===== config.mk =====
export PLATFORM = sky130hd
export DESIGN_NAME = perceptron_layer_ctrl
export DESIGN_NICKNAME = d
export VERILOG_FILES = /design/src/rtl/perceptron_layer_ctrl_pkg.sv /design/src/rtl/perceptron_layer_ctrl.sv
export SDC_FILE = /design/constraint.sdc
export NUM_CORES = 1
export LEC_CHECK = 0
export CORE_MARGIN = 3
export CORE_UTILIZATION = 31
export CTS_BUF_LIST = sky130_fd_sc_hd__clkbuf_16
export CTS_CLUSTER_SIZE = 25
export DETAILED_ROUTE_END_ITERATION = 10
export PLACE_DENSITY_LB_ADDON = 0.08
export SETUP_SLACK_MARGIN = 0.5
export SYNTH_ARGS = -nofsm -noshare
export SYNTH_HDL_FRONTEND = slang
export SYNTH_SLANG_ARGS = --single-unit

===== constraint.sdc =====
create_clock -name clk -period 2.6 [get_ports clk]
set_input_delay 0.26 -clock clk [delete_from_list [all_inputs] [get_ports clk]]
set_output_delay 0.26 -clock clk [all_outputs]
set_load 0.05 [all_outputs]

===== src/rtl/perceptron_layer_ctrl_pkg.sv =====
// Shared types and constants for the perceptron layer sequencer.
package perceptron_pkg;
    // Datapath width: input vector, each weight, bias and result.
    localparam int DW               = 8;
    // Weight-memory words occupied by one neuron: 8 weights then the bias.
    localparam int WORDS_PER_NEURON = 9;
    // Word offset (and fetch slot) of the bias inside a neuron's block.
    localparam int BIAS_SLOT        = 8;
    // Width of the phase counter shared by FETCH and COMPUTE.
    localparam int PHASE_W          = 4;

    typedef enum logic [1:0] {
        IDLE    = 2'd0,
        FETCH   = 2'd1,
        COMPUTE = 2'd2,
        EMIT    = 2'd3
    } state_t;
endpackage


===== src/rtl/perceptron_layer_ctrl.sv =====
// Sequencer that runs one shared registered perceptron over every neuron of
// a layer: fetch weights and bias, wait out the perceptron latency, then hand
// the result downstream over valid/ready.
//
// Handshakes: a transfer happens on a rising edge where both valid and ready
// are high. in_ready is only high in IDLE; out_valid is only high in EMIT and
// out_data/out_idx/out_last stay frozen until out_ready is seen.
module perceptron_layer_ctrl
    import perceptron_pkg::*;
#(
    parameter int N_NEURONS = 4,
    parameter int PE_LAT    = 1,
    parameter int AW        = 6
) (
    input  logic            clk,
    input  logic            rst_n,
    input  logic            in_valid,
    output logic            in_ready,
    input  logic [DW-1:0]   in_vec,
    output logic            mem_rd_en,
    output logic [AW-1:0]   mem_addr,
    input  logic [DW-1:0]   mem_rd_data,
    output logic [DW-1:0]   pe_in,
    output logic [8*DW-1:0] pe_weights,
    output logic [DW-1:0]   pe_bias,
    input  logic [DW-1:0]   pe_out,
    output logic            out_valid,
    input  logic            out_ready,
    output logic [DW-1:0]   out_data,
    output logic [3:0]      out_idx,
    output logic            out_last,
    output logic            busy
);

    // Phase on which the last read (the bias word) is issued.
    localparam logic [PHASE_W-1:0] LAST_READ    = PHASE_W'(BIAS_SLOT);
    // Phase on which the bias read data arrives; FETCH ends here.
    localparam logic [PHASE_W-1:0] LAST_FETCH   = PHASE_W'(BIAS_SLOT + 1);
    // COMPUTE spans phases 0..PE_LAT; pe_out is sampled at the end of the last.
    localparam logic [PHASE_W-1:0] LAST_COMPUTE = PHASE_W'(PE_LAT);
    localparam logic [3:0]         LAST_K       = 4'(N_NEURONS - 1);
    localparam logic [AW-1:0]      BASE_STEP    = AW'(WORDS_PER_NEURON);

    state_t             state;
    logic [PHASE_W-1:0] phase;   // cycle within FETCH or COMPUTE
    logic [3:0]         k;       // current neuron index
    logic [AW-1:0]      base;    // first word of neuron k, stepped by 9

    // Layer FSM with all outputs registered; reset returns to IDLE at once.
    always_ff @(posedge clk or negedge rst_n) begin
        if (!rst_n) begin
            state      <= IDLE;
            phase      <= '0;
            k          <= '0;
            base       <= '0;
            in_ready   <= 1'b1;
            busy       <= 1'b0;
            mem_rd_en  <= 1'b0;
            mem_addr   <= '0;
            pe_in      <= '0;
            pe_weights <= '0;
            pe_bias    <= '0;
            out_valid  <= 1'b0;
            out_data   <= '0;
            out_idx    <= '0;
            out_last   <= 1'b0;
        end else begin
            unique case (state)
                IDLE: begin
                    if (in_valid && in_ready) begin
                        pe_in     <= in_vec;
                        k         <= '0;
                        base      <= '0;
                        phase     <= '0;
                        mem_rd_en <= 1'b1;
                        mem_addr  <= '0;
                        in_ready  <= 1'b0;
                        busy      <= 1'b1;
                        state     <= FETCH;
                    end
                end

                FETCH: begin
                    // Read data lags the strobe by one cycle, so phase p
                    // carries the word requested on phase p-1.
                    for (int j = 0; j < BIAS_SLOT; j++) begin
                        if (phase == PHASE_W'(j + 1)) begin
                            pe_weights[DW*j +: DW] <= mem_rd_data;
                        end
                    end
                    if (phase == LAST_FETCH) begin
                        pe_bias <= mem_rd_data;
                    end

                    if (phase < LAST_READ) begin
                        mem_addr <= base + AW'(phase) + AW'(1);
                    end else begin
                        mem_rd_en <= 1'b0;
                    end

                    if (phase == LAST_FETCH) begin
                        phase <= '0;
                        state <= COMPUTE;
                    end else begin
                        phase <= phase + 1'b1;
                    end
                end

                COMPUTE: begin
                    // Operands are untouched here; only the result is taken.
                    if (phase == LAST_COMPUTE) begin
                        out_data  <= pe_out;
                        out_idx   <= k;
                        out_last  <= (k == LAST_K);
                        out_valid <= 1'b1;
                        state     <= EMIT;
                    end else begin
                        phase <= phase + 1'b1;
                    end
                end

                EMIT: begin
                    if (out_ready) begin
                        out_valid <= 1'b0;
                        if (out_last) begin
                            in_ready <= 1'b1;
                            busy     <= 1'b0;
                            state    <= IDLE;
                        end else begin
                            k         <= k + 1'b1;
                            base      <= base + BASE_STEP;
                            mem_addr  <= base + BASE_STEP;
                            mem_rd_en <= 1'b1;
                            phase     <= '0;
                            state     <= FETCH;
                        end
                    end
                end

                default: state <= IDLE;
            endcase
        end
    end

endmodule


==> impl_metrics.yaml <==
sta:
  finalSetupViolations: 0
  hold_viol: 0
  hold_slack_ns: 0.4613
  tightestPinTransition_ns: 0.7067
  tns_ns: 0
  period_share_pct: 76.86
  fin_ws_ns: 0.6015
  rsz0062_at_grt: "true"
  finalCriticalPeriod_ns: 1.998
  drv_slew: 0
  clock_skew_ns: 0.005412
  fmax_mhz: 500.4
  maxSlewHeadroom_pct: 52.89
critical_path:
  cp-start-kind: "register"
  crit_path_cell_trace: "inv_2 -> ha_2 -> or3b_4 -> nor2_2 -> buf_4 -> mux2_2"
  cpPeakStageDelay_ns: 0.46
  crit_fanout: 8
  cp.required_ns: 2.89
  r2r-start: "phase[1]"
  crit_slowest_cell: "dfrtp_1"
  reg2reg_to: "pe_weights[0]"
  path_delay_family: "simple AND/OR/NAND/NOR gates"
  worst-setup-path-type: "register to register"
  crit_arrival_ns: 2.29
  crit_buf_inv: 2
  ff2ff_setup_slack_ns: 0.60
  rr_worst_depth: 6
  end_kind: "register"
detailed_routing:
  drc: 0
  drt-pass1-iter-count: 4
  viasPerCell: 4.636
  ant_nets: 0
  drt_iter0_drc: 125
  wire_per_inst_um: 16.91
  vias: 3542
  route.final.wire_length_um: 12920
power:
  finalPower_mw: 8.508
  power_leakage_nw: 3.142
  peakVddDrop_mv: 0.6664
  p_per_area_nw_per_um2: 1161
logic_synthesis:
  synth_area_um2: 5156
  yosysWarnings: 0
  syn_nets: 431
  synth.yosys.seq_area_share_pct: 57.78
  syn_inst: 387
  synth_cell_type_count: 48
  avgSynthCellArea_um2: 13.32
  ys_ff_latch: 119
clocking:
  cts_tree: "built"
  cts_buffers: 17
  clk_latency_ns: 0.41
  cts_buffer_depth: 2
  clk_pin_slew_ns: 0.05
  root_buffer: "clkbuf_16"
  cts.sinks: 119
  htree_levels: 4
floorplan:
  start_util_pct: 32.11
  coreArea_um2: 16060
  fp.dieW_um: 135.0
  num_io_pins: 131
  row_count: 46
  dieHeight_um: 135.0
  die-area_um2: 18220
global_routing:
  grtUsageMet3_pct: 6.185
  met1_usage_pct: 18.35
  met2_usage_pct: 23.90
  grt_pass1_vias: 3761
  grt.busiest_layer: "met2"
  antenna_found_initial: 0
  gr-total-overflow: 0
  gr-usage-all-layers_pct: 14.94
  grt_pass1_wl_um: 20870
  grt_max_degree: 54
layout:
  final_nets: 580
  synthToLayoutAreaGrowth_pct: 42.15
  final_cells: 764
  drive_gt1_share_pct: 27.92
  fill_cells: 1442
  antennaDiodeCount: 0
placed_design:
  dp.cells: 729
  hpwl_um: 9240
  io_buffers: 130
  pre_cts_slack_ns: 0.4328
  routabilityCongestion: 0.7675
min_path:
  hold_depth: 2
  min_path_type: "input port to register"
  min_to: "out_data[5]"
  min-delay-start: "pe_out[5]"
job:
  drv_cap: 0
outcome:
  outcome: "finished, final reports clean"
[cell type report]
cell class                 instances  area [µm²]  share of cell area [%]
clock buffer                      17       425.4                   5.804
clock inverter                    14       111.4                   1.519
inverter                          16       60.06                  0.8194
multi-input combinational        240        2081                   28.39
sequential                       119        2979                   40.65
tap                              216       270.3                   3.687
timing repair buffer             142        1403                   19.14
[metal layers]
layer	share of wire [%]	routed length (µm)
met5	0	0
met2	50	6406
met3	7.0	907
met1	42	5419
met4	1.4	186
[where the power goes]
part           total [mW]  internal [mW]  switching (mW)
Clock                2.14           1.29           0.842
Sequential           2.61           2.31           0.307
Combinational        3.76           1.39            2.37
Total                8.51           4.99            3.52
[synthesized netlist by cell type (all sizes together)]
cell type	n	share of area, %
and2	2	0.24
a22o	1	0.17
nor3	2	0.19
a2bb2oi	1	0.17
a31oi	1	0.12
or3b	1	0.22
nor3b	1	0.15
o21bai	1	0.15
or3	1	0.12
nand2b	3	0.36
o22ai	1	0.12
a22oi	1	0.15
nand2	23	1.7
o2111ai	1	0.17
clkbuf	2	0.15
o211ai	1	0.15
and3	5	0.61
ha	15	3.6
nand3b	1	0.15
a32o	2	0.39
dfstp	1	0.51
mux2	94	21
a21o	1	0.15
a21boi	1	0.36
nand3	11	1.5
nor2b	3	0.36
buf	10	0.99
a21oi	15	1.7
xnor2	4	0.68
dfrtp	118	57
fa	1	0.39
o21ai	28	2.9
inv	16	1.2
or2	1	0.12
nand4	1	0.12
mux2i	4	0.78
xor2	3	0.51
a221o	1	0.19
nor2	8	0.68
[worst max-delay path by stage]
stage                     cells past startpoint        endpoint  slack (ns)  startpoint
after floorplan                               5   pe_weights[0]        0.69    phase[1]
after global placement                        4  pe_weights[17]        0.47    state[1]
after detailed placement                      4  pe_weights[16]        0.43    state[1]
after CTS                                     6   pe_weights[0]        0.54    phase[1]
after global routing                          7     mem_addr[4]        0.48    state[0]
final                                         6   pe_weights[0]        0.60    phase[1]
[worst register-to-register path, stage by stage, from the launching register on]
cell     delay, ns
dfrtp_1       0.46
inv_2         0.12
ha_2          0.24
or3b_4        0.42
nor2_2        0.10
buf_4         0.20
mux2_2        0.36
[per-stage QoR]
step / utilization [%] / area (µm²)
after floorplan: - / 5156
after global placement: 41.97 / 6739
after detailed placement: 41.97 / 6739
after CTS: 45.40 / 7289
after global routing: 45.64 / 7330
final: 45.64 / 7330
[state kept, by name (all words and copies together) (netlist names), 6 cells and up]
name        cells
pe_in           8
pe_bias         8
out_data        8
base            6
mem_addr        6
pe_weights     64
[cells by family (layout without fill, tap and decap cells)]
group	Yosys count	in the layout	share of synthesized area, %
DFF	119	119	57.78
muxes	98	98	21.31
AOI/OAI and AO/OA	56	56	6.892
buffers and inverters	28	189	2.305
adders and majority gates	16	16	4.028
xor gates and xnor gates	7	7	1.189
and+or+nand+nor	63	63	6.504
[placed cells by master, fill, tap and decap left out, drive strengths merged, types with 5 or more instances in the layout]
cell / n
nand2: 23
nand3: 11
clkinv: 5
o21ai: 28
and3: 5
clkdlybuf4s50: 128
dfrtp: 118
a21oi: 15
inv: 19
clkinvlp: 5
nor2: 8
mux2: 94
ha: 15
clkbuf: 17
buf: 12
[timing repair]
action / in CTS / in global routing
buffers inserted: 0 / 3
hold buffers: 1 / 0
endpoints found under the setup margin: 28 / 24
resized for setup: 3 / 4
hold endpoints to repair: 50 / 0
Note: power is estimated with default switching activity, not from simulation.
